<file path="config.mk">
export PLATFORM = sky130hd
export DESIGN_NAME = mem_access_ctrl
export DESIGN_NICKNAME = d
export VERILOG_FILES = /design/src/rtl/mem_ctrl_pkg.sv /design/src/rtl/mem_timeout_cnt.sv /design/src/rtl/mem_access_ctrl.sv
export SDC_FILE = /design/constraint.sdc
export NUM_CORES = 1
export LEC_CHECK = 0
export CORE_MARGIN = 3
export CORE_UTILIZATION = 46
export DETAILED_ROUTE_END_ITERATION = 7
export GPL_TIMING_DRIVEN = 0
export PLACE_DENSITY = 0.88
export SKIP_LAST_GASP = 1
export SYNTH_ARGS = -nofsm -noshare
export SYNTH_HDL_FRONTEND = slang
export SYNTH_SLANG_ARGS = --single-unit
</file>
<file path="constraint.sdc">
create_clock -name clk -period 4.2 [get_ports clk]
set_clock_uncertainty 0.2 [all_clocks]
set_input_delay 0.63 -clock clk [delete_from_list [all_inputs] [get_ports clk]]
set_output_delay 0.63 -clock clk [all_outputs]
set_load 0.1 [all_outputs]
</file>
<file path="src/rtl/mem_ctrl_pkg.sv">
// Shared types and constants for the memory access sequencer.
//   mem_state_e     : sequencer state encoding (IDLE/LO/HI/DONE)
//   MEM_BEAT_W      : external data bus width in bits
//   MEM_ERR_DATA    : load value substituted when a beat times out
//   MEM_TIMEOUT_DEF : default per-beat acknowledge timeout in cycles
package mem_ctrl_pkg;

    typedef enum logic [1:0] {
        ST_IDLE = 2'd0,
        ST_LO   = 2'd1,
        ST_HI   = 2'd2,
        ST_DONE = 2'd3
    } mem_state_e;

    localparam int          MEM_BEAT_W      = 16;
    localparam logic [31:0] MEM_ERR_DATA    = 32'hDEADBEEF;
    localparam int          MEM_TIMEOUT_DEF = 255;

endpackage

</file>
<file path="src/rtl/mem_timeout_cnt.sv">
// Per-beat watchdog for the memory sequencer. Only compiled when
// MEM_CTRL_TIMEOUT_EN is defined.
//   clk, rst  : clock, asynchronous active-high reset
//   clr_i     : reload the counter (start of a new beat)
//   en_i      : count this cycle (beat active, no acknowledge)
//   expire_o  : high in the TIMEOUT_CYCLES-th consecutive enabled cycle
`ifdef MEM_CTRL_TIMEOUT_EN
module mem_timeout_cnt
    import mem_ctrl_pkg::*;
#(
    parameter int TIMEOUT_CYCLES = MEM_TIMEOUT_DEF
) (
    input  logic clk,
    input  logic rst,
    input  logic clr_i,
    input  logic en_i,
    output logic expire_o
);

    localparam int               CNT_W    = $clog2(TIMEOUT_CYCLES + 1);
    localparam logic [CNT_W-1:0] CNT_LOAD = CNT_W'(TIMEOUT_CYCLES - 1);

    logic [CNT_W-1:0] cnt_q, cnt_d;

    // Down-counter: loaded with TIMEOUT_CYCLES-1 so the terminal count is
    // reached in the TIMEOUT_CYCLES-th waiting cycle.
    always_comb begin
        cnt_d = cnt_q;
        if (clr_i)
            cnt_d = CNT_LOAD;
        else if (en_i && (cnt_q != '0))
            cnt_d = cnt_q - 1'b1;
    end

    always_ff @(posedge clk or posedge rst) begin
        if (rst)
            cnt_q <= CNT_LOAD;
        else
            cnt_q <= cnt_d;
    end

    assign expire_o = en_i && (cnt_q == '0);

endmodule
`endif

</file>
<file path="src/rtl/mem_access_ctrl.sv">
// Sequencer between the EXE/MEM pipeline register and a 16-bit data memory.
// Each 32-bit load/store becomes two half-word beats (low at base, high at
// base+2) over a req/ack handshake while freeze stalls the pipeline.
//
// Optional feature: MEM_CTRL_TIMEOUT_EN adds a per-beat ack watchdog that
// aborts the access, pulses bus_err and returns MEM_ERR_DATA on loads.
//
// Ports:
//   clk, rst                 : clock, asynchronous active-high reset
//   mem_r_en, mem_w_en       : load / store request (store wins if both)
//   alu_result, st_val       : byte address, store data
//   freeze                   : pipeline stall
//   rdata                    : last completed load word
//   bus_err                  : one-cycle pulse on timeout abort
//   mem_req, mem_we          : bus request / write strobe
//   mem_addr, mem_wdata      : bus byte address / write half-word
//   mem_rdata, mem_ack       : bus read half-word / beat acknowledge
//
// state | meaning
// IDLE  | waiting for a request; latches address, data and direction
// LO    | low half-word beat at base
// HI    | high half-word beat at base+2
// DONE  | access finished, freeze released for one cycle
module mem_access_ctrl
    import mem_ctrl_pkg::*;
#(
    parameter int ADDR_W         = 32,
    parameter int TIMEOUT_CYCLES = MEM_TIMEOUT_DEF
) (
    input  logic                  clk,
    input  logic                  rst,
    input  logic                  mem_r_en,
    input  logic                  mem_w_en,
    input  logic [31:0]           alu_result,
    input  logic [31:0]           st_val,
    output logic                  freeze,
    output logic [31:0]           rdata,
    output logic                  bus_err,
    output logic                  mem_req,
    output logic                  mem_we,
    output logic [ADDR_W-1:0]     mem_addr,
    output logic [MEM_BEAT_W-1:0] mem_wdata,
    input  logic [MEM_BEAT_W-1:0] mem_rdata,
    input  logic                  mem_ack
);

    mem_state_e            state_q, state_d;
    logic [ADDR_W-1:0]     addr_q;
    logic [MEM_BEAT_W-1:0] wdata_q;
    logic [MEM_BEAT_W-1:0] st_hi_q;
    logic [MEM_BEAT_W-1:0] rbuf_lo_q;
    logic [31:0]           rdata_q;
    logic                  wr_q;
    logic                  req_in;
    logic                  in_beat;
    logic                  expire;
    logic                  unused_bits;

    assign req_in  = mem_r_en | mem_w_en;
    assign in_beat = (state_q == ST_LO) || (state_q == ST_HI);

    // Byte-lane bits of the address are not used: accesses are word aligned.
    assign unused_bits = (^alu_result[1:0]) ^ (TIMEOUT_CYCLES > 0);

`ifdef MEM_CTRL_TIMEOUT_EN
    logic beat_start;
    logic bus_err_q;

    assign beat_start = ((state_q == ST_IDLE) && req_in) ||
                        ((state_q == ST_LO) && mem_ack);

    mem_timeout_cnt #(
        .TIMEOUT_CYCLES(TIMEOUT_CYCLES)
    ) u_timeout (
        .clk      (clk),
        .rst      (rst),
        .clr_i    (beat_start),
        .en_i     (in_beat && !mem_ack),
        .expire_o (expire)
    );

    // Expiry forces DONE, so this is high for exactly one cycle.
    always_ff @(posedge clk or posedge rst) begin
        if (rst)
            bus_err_q <= 1'b0;
        else
            bus_err_q <= in_beat && expire;
    end

    assign bus_err = bus_err_q;
`else
    assign expire  = 1'b0;
    assign bus_err = 1'b0;
`endif

    // State register
    always_ff @(posedge clk or posedge rst) begin
        if (rst)
            state_q <= ST_IDLE;
        else
            state_q <= state_d;
    end

    // Next-state logic; an acknowledge takes priority over expiry.
    always_comb begin
        state_d = state_q;
        case (state_q)
            ST_IDLE: if (req_in)  state_d = ST_LO;
            ST_LO: begin
                if (mem_ack)      state_d = ST_HI;
                else if (expire)  state_d = ST_DONE;
            end
            ST_HI: begin
                if (mem_ack || expire) state_d = ST_DONE;
            end
            default:              state_d = ST_IDLE;
        endcase
    end

    // Outputs: bus controls come from registered state only.
    always_comb begin
        mem_req = in_beat;
        mem_we  = in_beat && wr_q;
        freeze  = req_in && (state_q != ST_DONE);
    end

    // Address and write data are registered at beat entry so they hold
    // their last value through DONE/IDLE.
    always_ff @(posedge clk or posedge rst) begin
        if (rst) begin
            addr_q    <= '0;
            wdata_q   <= '0;
            st_hi_q   <= '0;
            rbuf_lo_q <= '0;
            rdata_q   <= '0;
            wr_q      <= 1'b0;
        end else begin
            case (state_q)
                ST_IDLE: begin
                    if (req_in) begin
                        addr_q  <= {alu_result[ADDR_W-1:2], 2'b00};
                        wdata_q <= st_val[15:0];
                        st_hi_q <= st_val[31:16];
                        wr_q    <= mem_w_en;
                    end
                end
                ST_LO: begin
                    if (mem_ack) begin
                        rbuf_lo_q <= mem_rdata;
                        addr_q    <= addr_q + ADDR_W'(2);
                        wdata_q   <= st_hi_q;
                    end else if (expire && !wr_q) begin
                        rdata_q <= MEM_ERR_DATA;
                    end
                end
                ST_HI: begin
                    if (mem_ack) begin
                        if (!wr_q)
                            rdata_q <= {mem_rdata, rbuf_lo_q};
                    end else if (expire && !wr_q) begin
                        rdata_q <= MEM_ERR_DATA;
                    end
                end
                default: ;
            endcase
        end
    end

    assign mem_addr  = addr_q;
    assign mem_wdata = wdata_q;
    assign rdata     = rdata_q;

endmodule

</file>
; ---- After elaboration in Yosys (flattened, before gate mapping)
; Cells that the tools add are included.
[totals]
reg_bits = 115
latchBits = 0
ramBits = 0
mem_bits_ro = 0
input_bits = 85
out_inout_bits = 84
wordCells = 36
memories = 0
[classes]
add_sub_neg = 1
n_mul = 0
div_mod_pow = 0
magnitude_cmp = 0
n_eq_ne = 6
n_shift = 0
n_mux = 10
n_bitwise = 2
n_reduce_logical = 10
[op_table]
columns = cell, n
row1 = 32-bit 2-to-1 mux, 2
row2 = 32-bit one-hot mux with 2 select lines, 1
row3 = 32-bit by 2-bit adder with 32-bit output (second input constant), 1
row4 = 16-bit 2-to-1 mux, 2
row5 = 16-bit one-hot mux with 2 select lines, 1
row6 = 3-bit AND reduction, 3
row7 = 2-bit inequality test (second input constant), 4
row8 = 2-bit 2-to-1 mux, 3
row9 = 2-bit one-hot mux with 3 select lines, 1
row10 = 2-bit AND reduction, 2
row11 = 2-bit by 1-bit equality test with 1-bit output (second input constant), 1
row12 = 2-bit equality test (second input constant), 1
row13 = 1-bit logical AND, 2
row14 = 2-bit zero test, 1
row15 = 2-bit nonzero test, 1
row16 = 1-bit logical OR, 1
row17 = 1-bit inverter, 1
row18 = 1-bit OR, 1

; ---- Longest topological paths before layout
; Gate-level depths: netlist of the first run.
[logic_depth]
ltp_word = 3
ltp_mapped = 10
depth_no_buf = 7

; ---- Least setup slack after synthesis of the first run
; No wires, ideal clock.
[synth_timing]
kind = register to register
from = register addr_q[6] (netlist: mem_addr[6])
to = register addr_q[30] (netlist: mem_addr[30])
setup_time_ns = 0.087
t_arrival_ns = 3.100
required_ns = 3.913
setup_slack_ns = 0.813
path_stages_with_launch = 7
n_path_buf = 1
period_less_slack_ns = 3.387
cell_sequence = dfrtp_1 -> nand4_1 -> or4b_1 -> buf_2 -> or4_4 -> or4b_1 -> o211ai_1
[synth_between]
elab_chain_len = 3
[synth_lines]
columns = element, line
row1 = start: declaration, mem_access_ctrl.sv:48  ; logic [ADDR_W-1:0] addr_q;
row2 = start signal: assignment, mem_access_ctrl.sv:141  ; addr_q <= {alu_result[ADDR_W-1:2], 2'b00};
row3 = start signal: assignment, mem_access_ctrl.sv:150  ; addr_q <= addr_q + ADDR_W'(2);
row4 = 32-bit by 2-bit adder with 32-bit output, mem_access_ctrl.sv:150
row5 = 32-bit 2-to-1 mux, mem_access_ctrl.sv:148  ; if (mem_ack) begin
row6 = 32-bit one-hot mux with 2 select lines, mem_access_ctrl.sv:138  ; case (state_q)
; No other way between the ends. The select of a mux whose other input is x is not followed.
; A chain may end at the register's enable or synchronous reset.

; ---- Final worst setup path of the first run
[layout_timing]
from = register state_q[0]
to = output port mem_we
[layout_between]
elab_chain_len = 3
elab_cells_between_ends = 4
cone_classes = eq/ne (2) / reduce/logical (2)
[layout_lines]
columns = element, line
row1 = start: declaration, mem_access_ctrl.sv:47  ; mem_state_e state_q, state_d;
row2 = start signal: assignment, mem_access_ctrl.sv:101  ; state_q <= state_d;
row3 = 2-bit by 1-bit equality test with 1-bit output / 2-bit equality test (equally long branches), mem_access_ctrl.sv:60  ; assign in_beat = (state_q == ST_LO) || (state_q == ST_HI);
row4 = 1-bit logical OR (*), mem_access_ctrl.sv:60
row5 = 1-bit logical AND (*), mem_access_ctrl.sv:123  ; mem_we = in_beat && wr_q;
row6 = end: declaration, mem_access_ctrl.sv:40  ; output logic mem_we,
; Mark *: on every way between the ends. The rest lies on a longest branch, timed or not.

==> results of run 1 <==
layer usage:
metal	GRT usage, %	up-vias
met5	0	-
met4	8.413	0
met3	8.984	21
met2	39.26	198
met1	28.25	2155
li1	-	2054
worst min-delay path, delay by kind of cell (launching register included):
family / cells / cell delay, ns
flops: 1 / 0.34
simple gates: 1 / 0.05
compound gates: 1 / 0.06
area by class of cell:
class / instances / area, sq um / area share [%]
Clock inverter: 11 / 165.2 / 2.150
Clock buffer: 18 / 429.2 / 5.587
Tap cell: 140 / 175.2 / 2.281
Timing Repair Buffer: 164 / 1659 / 21.60
Buffer: 31 / 128.9 / 1.678
Sequential cell: 114 / 2853 / 37.14
Multi-Input combinational cell: 313 / 2246 / 29.24
Inverter: 6 / 25.02 / 0.3258
worst min path at each step:
stage | endpoint | slack, ns
2_1_floorplan | wr_q | 0.25
3_3_place_gp | mem_wdata[5] | 0.26
3_5_place_dp | mem_wdata[15] | 0.27
4_1_cts | mem_wdata[6] | 0.29
5_1_grt | mem_wdata[8] | 0.31
6_report | mem_wdata[9] | 0.29
per-stage QoR:
step	util [%]	setup WS [ns]
3_5_place_dp	64.52	0.8709
2_1_floorplan	-	0.3543
4_1_cts	69.94	0.8376
6_report	69.94	0.8585
5_1_grt	69.94	0.7378
3_3_place_gp	64.25	-1.123
kinds of logic (layout without fill, tap and decap cells):
family	after synthesis	count (layout)	share of synthesized area [%]
AOI/OAI and AO/OA	89	89	9.945
muxes	99	99	20.46
buffers and inverters	37	230	2.886
DFF	114	114	54.38
and+or+nand+nor	117	117	10.83
adders and majority gates	6	6	1.431
other	1	2	0.07148
state kept, by name (all words and copies together) (netlist names):
signal and count:
mem_wdata 16, mem_addr 31, state_q 2, wr_q 1, st_hi_q 16, rbuf_lo_q 16, rdata 32
placed cells by master, fill, tap and decap left out, drive strengths merged, types with 8 or more instances in the layout:
master	netlist	final
o21ai	29	29
a21oi	22	22
nor2	14	14
nand3	14	14
dfrtp	114	114
o22ai	21	21
buf	7	8
nand4	11	11
mux2i	33	33
nand2	49	49
clkbuf	24	42
clkdlybuf4s50	0	163
mux2	66	66
==> summary.txt, run 1 <==
Run status
  • Status: finished, final reports clean

Global routing
  • Initial antenna violation count: 0
  • Global Route Usage Sum: 23.67%
  • Global-route wire length before repair: 23910 microns
  • GRT overflow: 0
  • Pin count of the biggest net entering global routing: 67
  • Vias in the first global route: 4679

Place
  • Routability congestion estimate: 0.8435
  • Port buffer count: around 160
  • Post-DP HPWL: 10530 microns
  • Dpl cells: around 770
  • Placed cell areas: 0.007087 sq mm

CTS
  • # H-tree levels: 4
  • Number of setup buffers added after CTS: 0
  • CTS tree: built
  • Skew-Pair Late Insertion Delay: 0.41 ns
  • Clock Root Buffer: clkbuf_16
  • Post-CTS Hold Buffers: 0
  • Reg clk slew, reported paths: around 0.050 ns
  • TritonCTS buffer count: 17
  • Max Root-Sink Buffers: 2
  • Clk sink count: 114
  • Post-CTS Resized: 0

Worst setup path
  • CP top delay family: buffers and inverters
  • CP required: around 3.4 ns
  • Worst R2R Path Depth: 9
  • Startpoint types: flip-flop
  • CP cell instances: inv_1 -> ha_1 -> and2_1 -> clkdlybuf4s50_1
  • Critical-path top delay cell: clkdlybuf4s50_1
  • Internal reg-to-reg setup slack: 1.15 ns
  • Worst Setup SP: state_q[0]
  • Reg2reg start: state_q[0]
  • Crit path capture type: primary output
  • WS Path Type: reg2out
  • WP depth: 4
  • Crit-path max FO: 5
  • Critical path data arrival time: 2.51 ns
  • Worst setup endpoint: mem_we
  • R2r endpoint: mem_wdata[12]
  • Largest stage delay, worst path: 1.14 ns
  • Bufs and invs on worst path: 2

Floorplanning
  • Core Rows: 38
  • Core ar.: 0.01098 sq mm
  • I/O pin cnt: ~170
  • DIE WIDTH: 112.8 microns
  • Die ar.: 0.01272 sq mm
  • Die Ht: 112.8 microns
  • Initial core utilization: 47.77%

Yosys
  • Commonest cells post-synth: dfrtp_1, mux2_2, nand2_1
  • Synth area leader: dfrtp_1
  • EDFF count, synth: 0
  • Synthesized area: 0.005246 sq mm
  • Yosys top cell area share: 54.38%
  • Most numerous cell in the Yosys netlist: dfrtp_1
  • Register area share after synthesis: 54.38%
  • Distinct cells, synth: 38
  • Synthesized instance count: 463
  • Yosys reg bits: 114
  • Syn_area_per_cell: 11.33 sq um
  • Top cells by area, synth: dfrtp_1, mux2_2, mux2i_1
  • Most used DFF post-synth: dfrtp_1
  • Ys Warns: 0
  • Synth async-reset ratio: 100.0%

Route
  • Final ANT Viol Nets: 0
  • Met2 wire len: 7393 microns
  • Via density: 5.556
  • Total Routed Length: 14700 microns
  • Vias: 4428
  • Drt wl/cell: approximately 18 microns
  • Post-route DRC: 0
  • Wire length on met1: ~5700 microns
  • Initial DRC Count: roughly 330
  • Max Used Layer: met4
  • Wire length on met3: 1391 microns
  • TritonRoute pass-1 iters: 6

STA
  • Final period util: 79.56%
  • RSZ-0062 raised after global routing: no
  • Hold slack: 0.2871 ns
  • Setup_tns: 0 ns
  • Slew margin rel.: 10.42%
  • Max Fclk: between 200 and 300 MHz
  • Slew Limit Fails: 0
  • Final Hold Vio Count: 0
  • Least-Margin Pin Slew: 1.331 ns
  • Final setup violation count: 0
  • Min Tclk post-route: between 3 and 4 ns

Finish
  • Post-Layout Inst Area: 0.007681 sq mm
  • Non-Filler Instances: 797
  • Final nets: 738
  • Diodes inserted: 0
  • Area delta synth->final: 46.41%
  • FILL cells: 766
  • Proportion of layout cells with a drive suffix above 1: 15.98%

Min path
  • Worst Hold Launch: mem_wdata[9]
  • HP Class: reg2reg
  • Hold Crit Depth: 2

Flow run
  • MaxCap Viol Count: 0
Power of run 1 is left out: the tool's default activity adds up to more than one toggle a clock period on the data nets, which glitch-free logic cannot reach.
==> inputs of run 2 (changes only) <==
--- a/config.mk
+++ b/config.mk
@@ -6,10 +6,10 @@
 export NUM_CORES = 1
 export LEC_CHECK = 0
 export CORE_MARGIN = 3
-export CORE_UTILIZATION = 46
+export CORE_UTILIZATION = 42
 export DETAILED_ROUTE_END_ITERATION = 7
 export GPL_TIMING_DRIVEN = 0
-export PLACE_DENSITY = 0.88
+export PLACE_DENSITY = 0.85
 export SKIP_LAST_GASP = 1
 export SYNTH_ARGS = -nofsm -noshare
 export SYNTH_HDL_FRONTEND = slang
==> constraint.sdc (replaced) <==
create_clock -name clk -period 2.95 [get_ports clk]
set_clock_uncertainty 0.2 [all_clocks]
set_input_delay 0.4425 -clock clk [delete_from_list [all_inputs] [get_ports clk]]
set_output_delay 0.4425 -clock clk [all_outputs]
set_load 0.1 [all_outputs]
==> run 2 against run 1 <==
Net effect:
- wire length grew 2.1%
- non-clock buffer count is the same
- cell count grew 3.8%
- utilization shrank 5.3 points
- sequential cell count is the same
- first-iteration DRC count grew 29%
- critical path type is now reg2reg
- largest cell class unchanged
- highest routed layer unchanged
==> summary.txt, run 2 (same netlist as run 1, synthesis figures left out) <==
Run status
  • Status: finished, final reports clean

Route
  • Via density: 5.533 (-0.41%)
  • Initial DRC Count: 422 (+29%)
  • Drt wl/cell: 18.16 microns (-1.6%)
  • Vias: 4576 (+3.3%)
  • Post-route DRC: 0 (unchanged)
  • Final ANT Viol Nets: 0 (unchanged)
  • TritonRoute pass-1 iters: 5 (-1)
  • Total Routed Length: 15020 microns (+2.1%)

Finish
  • Most frequent cells in the layout: clkdlybuf4s50_1, dfrtp_1, mux2_2
  • Max reg flops: 32 (unchanged)
  • Proportion of layout cells with a drive suffix above 1: 19.42% (+3.4 points)
  • Area delta synth->final: 49.25%
  • Most common cell after layout, fill and taps aside: clkdlybuf4s50_1
  • Final core utilization: 64.65% (-5.3 points)
  • Final nets: 738 (unchanged)
  • Diodes inserted: 0 (unchanged)

CTS
  • TritonCTS buffer count: 17 (unchanged)
  • Clock Root Buffer: clkbuf_16
  • Number of setup buffers added after CTS: 0 (unchanged)
  • CTS tree: built
  • Clk sink count: 114 (unchanged)
  • Post-CTS Hold Buffers: 0 (unchanged)
  • Reg clk slew, reported paths: 0.05 ns (about the same)
  • Skew-Pair Late Insertion Delay: 0.41 ns (about the same)
  • Max Root-Sink Buffers: 2 (unchanged)
  • # H-tree levels: 4 (unchanged)

STA
  • Max Fclk: 348.1 MHz
  • Final Hold Vio Count: 0 (unchanged)
  • Hold slack: 0.2804 ns (-0.006696 ns)
  • Final setup violation count: 0 (unchanged)
  • RSZ-0062 raised after global routing: no
  • Least-Margin Pin Slew: 1.222 ns (-0.1091 ns)
  • Slew Limit Fails: 0 (unchanged)
  • Final period util: 97.39%
  • Min Tclk post-route: between 2 and 3 ns
  • Slew margin rel.: 17.76% (+7.3 points)

Worst setup path
  • Worst R2R Path Depth: 6 (-3)
  • WS Path Type: reg2reg
  • WP depth: 6 (+2)
  • Largest stage delay, worst path: 0.58 ns (-0.56 ns)
  • CP top delay family: simple AND/OR/NAND/NOR gates
  • Critical path data arrival time: 3.00 ns (+0.49 ns)
  • Bufs and invs on worst path: 1 (-1)
  • R2r endpoint: mem_addr[30]
  • CP cell instances: nand4_1 -> or4b_4 -> buf_6 -> or4_4 -> or4b_1 -> o211ai_1
  • Reg2reg start: mem_addr[6]
  • Crit-path max FO: 9 (+4)
  • Internal reg-to-reg setup slack: 0.08 ns (-1.07 ns)
  • Worst setup endpoint: mem_addr[30]
  • CP required: 3.07 ns (-0.30 ns)
  • Worst Setup SP: mem_addr[6]
  • Startpoint types: flip-flop
  • Crit path capture type: flip-flop
  • Critical-path top delay cell: or4b_4

Min path
  • Hold Crit Depth: 2 (unchanged)
  • HP Class: reg2reg

Floorplanning
  • Die Ht: 117.8 microns (+4.4%)
  • Initial core utilization: 43.32% (-4.5 points)
  • Die ar.: 0.01387 sq mm (+9.0%)
  • I/O pin cnt: 169 (unchanged)
  • Core Rows: 40 (+5.3%)
  • DIE WIDTH: 117.8 microns (+4.4%)
  • Core ar.: 0.01211 sq mm (+10%)

Place
  • Port buffer count: 163 (unchanged)
  • Routability congestion estimate: 0.8903 (+5.5%)
  • Post-DP HPWL: 10740 microns (+2.0%)

Global routing
  • GRT met1 Usage: 25.42% (-2.8 points)
  • GRT overflow: 0 (unchanged)
  • Global route hottest layer: met2
  • Initial antenna violation count: 0 (unchanged)
  • M2 GR Usage: 35.03% (-4.2 points)
  • Global-route wire length before repair: 24380 microns (+2.0%)
  • Global Route Usage Sum: 21.79% (-1.9 points)
  • Pin count of the biggest net entering global routing: 44 (-34%)
  • Vias in the first global route: 4729 (+1.1%)
  • Met3 Usage GRT: 9.851% (+0.87 points)

Flow run
  • MaxCap Viol Count: 0 (unchanged)
==> run 2: changes by cell type in the layout (fill, tap and decap cells not counted), sizes merged <==
cell / change
clkinv: +1
bufinv: +2
clkinvlp: -2
clkbuf: +2
dlygate4sd2: +2
clkdlybuf4s50: -3
buf: +1
inv: -1
==> run 2: layer usage <==
metal | vias up | share of wire [%]
li1 | 2061 | -
met1 | 2241 | 39
met5 | - | 0
met2 | 238 | 49
met3 | 36 | 11
met4 | 0 | 2.0
==> run 2: worst min-delay path by stage <==
stage | startpoint | endpoint
6_report | mem_wdata[8] | mem_wdata[8]
5_1_grt | rdata[5] | rdata[5]
4_1_cts | mem_wdata[1] | mem_wdata[1]
3_5_place_dp | mem_wdata[1] | mem_wdata[1]
3_3_place_gp | mem_wdata[6] | mem_wdata[6]
2_1_floorplan | wr_q | wr_q
==> run 2: cell type report <==
class / instances / area (sq um)
fillers: 934 / 4282
flip-flops and latches: 114 / 2867
multi-input cells: 313 / 2256
repair buffers: 165 / 1664
clock buffers: 20 / 456.7
well taps: 168 / 210.2
clock inverters: 11 / 207.7
plain buffers: 30 / 142.6
inverters: 6 / 26.28
==> run 2: worst register-to-register path, cell delays in order, from the launching register on <==
cell      delay [ns]
dfrtp_2         0.44
nand4_1         0.25
or4b_4          0.58
buf_6           0.16
or4_4           0.55
or4b_1          0.51
o211ai_1        0.10
==> run 2: what timing repair did <==
action                                  CTS  global route
hold endpoints to repair                  0             0
endpoints found under the setup margin   13            34
resized for setup                         4            13
==> run 2: stage by stage <==
| stage | area [sq um] | cells | setup slack (ns) | setup TNS [ns] |
|---|---|---|---|---|
| 3_5_place_dp | 7163 | 797 | -0.2628 | -2.548 |
| 3_3_place_gp | 7123 | 795 | -0.2751 | -15.32 |
| 4_1_cts | 7825 | 828 | 0.02901 | 0 |
| 2_1_floorplan | 5281 | 464 | -0.08176 | -0.08176 |
| 5_1_grt | 7830 | 827 | 0.006179 | 0 |
| 6_report | 7830 | 827 | 0.07698 | 0 |
Power of run 2 is left out for the same reason.
==> inputs of run 3 (changes only) <==
--- a/config.mk
+++ b/config.mk
@@ -8,7 +8,7 @@
 export CORE_MARGIN = 3
 export CORE_UTILIZATION = 42
 export DETAILED_ROUTE_END_ITERATION = 7
-export GPL_TIMING_DRIVEN = 0
+export GPL_TIMING_DRIVEN = 1
 export PLACE_DENSITY = 0.85
 export SKIP_LAST_GASP = 1
 export SYNTH_ARGS = -nofsm -noshare
==> run 3 against run 2 <==
Net effect:
- wire length decreased by 6.5%
- cell count decreased by 1.7%
- critical endpoint unchanged
- hold slack got worse by 0.063 ns
- largest cell class unchanged
==> summary.txt, run 3 (same netlist as run 1, synthesis figures left out) <==
CTS
  • Post-CTS Resized: 0 (-4)
  • CTS tree: built
  • Reg clk slew, reported paths: 0.05 ns (about the same)
  • Skew-Pair Late Insertion Delay: 0.41 ns (about the same)
  • Post-CTS Hold Buffers: 0 (unchanged)
  • Clk sink count: 114 (unchanged)
  • Number of setup buffers added after CTS: 0 (unchanged)
  • # H-tree levels: 4 (unchanged)
  • Max Root-Sink Buffers: 2 (unchanged)
  • TritonCTS buffer count: 17 (unchanged)
  • Clock Root Buffer: clkbuf_16

STA
  • RSZ-0062 raised after global routing: no
  • Final setup violation count: 0 (unchanged)
  • Slew margin rel.: 62.26% (+44 points)
  • Hold slack: 0.2169 ns (-0.06350 ns)
  • Final Hold Vio Count: 0 (unchanged)
  • Min Tclk post-route: 2.688 ns (-0.1849 ns)
  • Max Fclk: 372.0 MHz (+6.9%)
  • Slew Limit Fails: 0 (unchanged)
  • Least-Margin Pin Slew: 0.5645 ns (-0.6579 ns)
  • Final period util: 91.12% (-6.3 points)

Worst setup path
  • CP required: 3.07 ns (about the same)
  • Worst Setup SP: mem_addr[13]
  • Crit path capture type: flip-flop
  • CP cell instances: and4_1 -> or4b_4 -> or4_4 -> or4b_1 -> o211ai_1
  • CP top delay family: simple AND/OR/NAND/NOR gates
  • Critical path data arrival time: 2.81 ns (-0.19 ns)
  • WS Path Type: reg2reg
  • Bufs and invs on worst path: 0 (-1)
  • Critical-path top delay cell: or4_4
  • Largest stage delay, worst path: 0.56 ns (-0.02 ns)
  • Crit-path max FO: 7 (-2)
  • Startpoint types: flip-flop
  • Internal reg-to-reg setup slack: 0.26 ns (+0.18 ns)
  • R2r endpoint: mem_addr[30]
  • Worst R2R Path Depth: 5 (-1)
  • Reg2reg start: mem_addr[13]

Global routing
  • Global Route Usage Sum: 20.76% (-1.0 points)
  • Global-route wire length before repair: 23230 microns (-4.7%)
  • Initial antenna violation count: 0 (unchanged)
  • Pin count of the biggest net entering global routing: 55 (+25%)
  • GRT overflow: 0 (unchanged)
  • Vias in the first global route: 4653 (-1.6%)

Finish
  • Multi-input logic area: 0.002256 sq mm (unchanged)
  • Area delta synth->final: 44.48%
  • FILL cells: 967 (+3.5%)
  • Final nets: 724 (-1.9%)
  • Diodes inserted: 0 (unchanged)
  • FF+latch area: 0.002867 sq mm (unchanged)
  • Most frequent cells in the layout: dfrtp_1, buf_4, clkdlybuf4s50_1
  • Post-Layout Inst Area: 0.007580 sq mm (-3.2%)
  • Proportion of layout cells with a drive suffix above 1: 33.18% (+14 points)
  • Max reg flops: 32 (unchanged)
  • Most common cell after layout, fill and taps aside: dfrtp_1

Floorplanning
  • DIE WIDTH: 117.8 microns (unchanged)
  • I/O pin cnt: 169 (unchanged)
  • Die ar.: 0.01387 sq mm (unchanged)
  • Die Ht: 117.8 microns (unchanged)
  • Core ar.: 0.01211 sq mm (unchanged)
  • Core Rows: 40 (unchanged)
  • Initial core utilization: 43.32% (unchanged)

Route
  • Vias: 4423 (-3.3%)
  • Final ANT Viol Nets: 0 (unchanged)
  • Via density: 5.440 (-1.7%)
  • TritonRoute pass-1 iters: 5 (unchanged)
  • Initial DRC Count: 346 (-18%)
  • Post-route DRC: 0 (unchanged)
  • Drt wl/cell: 17.27 microns (-4.9%)
  • Total Routed Length: 14040 microns (-6.5%)

Place
  • Placed cell areas: 0.006948 sq mm (-3.0%)
  • Port buffer count: 164 (+0.61%)
  • Post-DP HPWL: 10000 microns (-6.9%)
  • Routability congestion estimate: 0.8361 (-6.1%)

Run status
  • Status: finished, final reports clean

Min path
  • HP Class: in2async

Flow run
  • MaxCap Viol Count: 0 (unchanged)
## run 3: cell type report
| type | count | share of cell area, % |
|---|---|---|
| sequential | 114 | 37.82 |
| multi-input combinational | 313 | 29.76 |
| clock inverter | 11 | 2.443 |
| clock buffer | 20 | 5.893 |
| timing repair buffer | 181 | 20.96 |
| tap | 168 | 2.773 |
| inverter | 6 | 0.3466 |
## run 3: worst reg2reg max path, stage by stage (launching register included)
cell,delay [ns]
dfrtp_2,0.42
and4_1,0.33
or4b_4,0.50
or4_4,0.56
or4b_1,0.48
o211ai_1,0.10
## run 3: through the flow
step | setup TNS [ns] | setup slack (ns) | utilization, % | std cells
floorplan | -0.08176 | -0.08176 | - | 464
global placement | 0 | 0.3227 | 57.37 | 782
detailed placement | 0 | 0.3006 | 57.37 | 782
CTS | 0 | 0.2856 | 62.58 | 813
global route | 0 | 0.2068 | 62.58 | 813
finish | 0 | 0.2619 | 62.58 | 813
## run 3: worst max path at each step
stage,depth (start not counted),end
after floorplan,7,mem_addr[30]
after global placement,5,mem_wdata[9]
after detailed placement,5,mem_wdata[9]
after CTS,5,mem_addr[30]
after global routing,5,mem_addr[30]
final,5,mem_addr[30]
## run 3: layer usage
metal / routed length, microns / part of all wire, % / vias up / GRT usage, %
li1: - / - / 2018 / -
met1: 5500 / 39 / 2176 / 24.29
met2: 7000 / 50 / 207 / 33.52
met3: 1306 / 9.3 / 22 / 8.890
met4: 235 / 1.7 / 0 / 8.718
met5: 0 / 0 / - / 0
Power of run 3 is left out for the same reason.
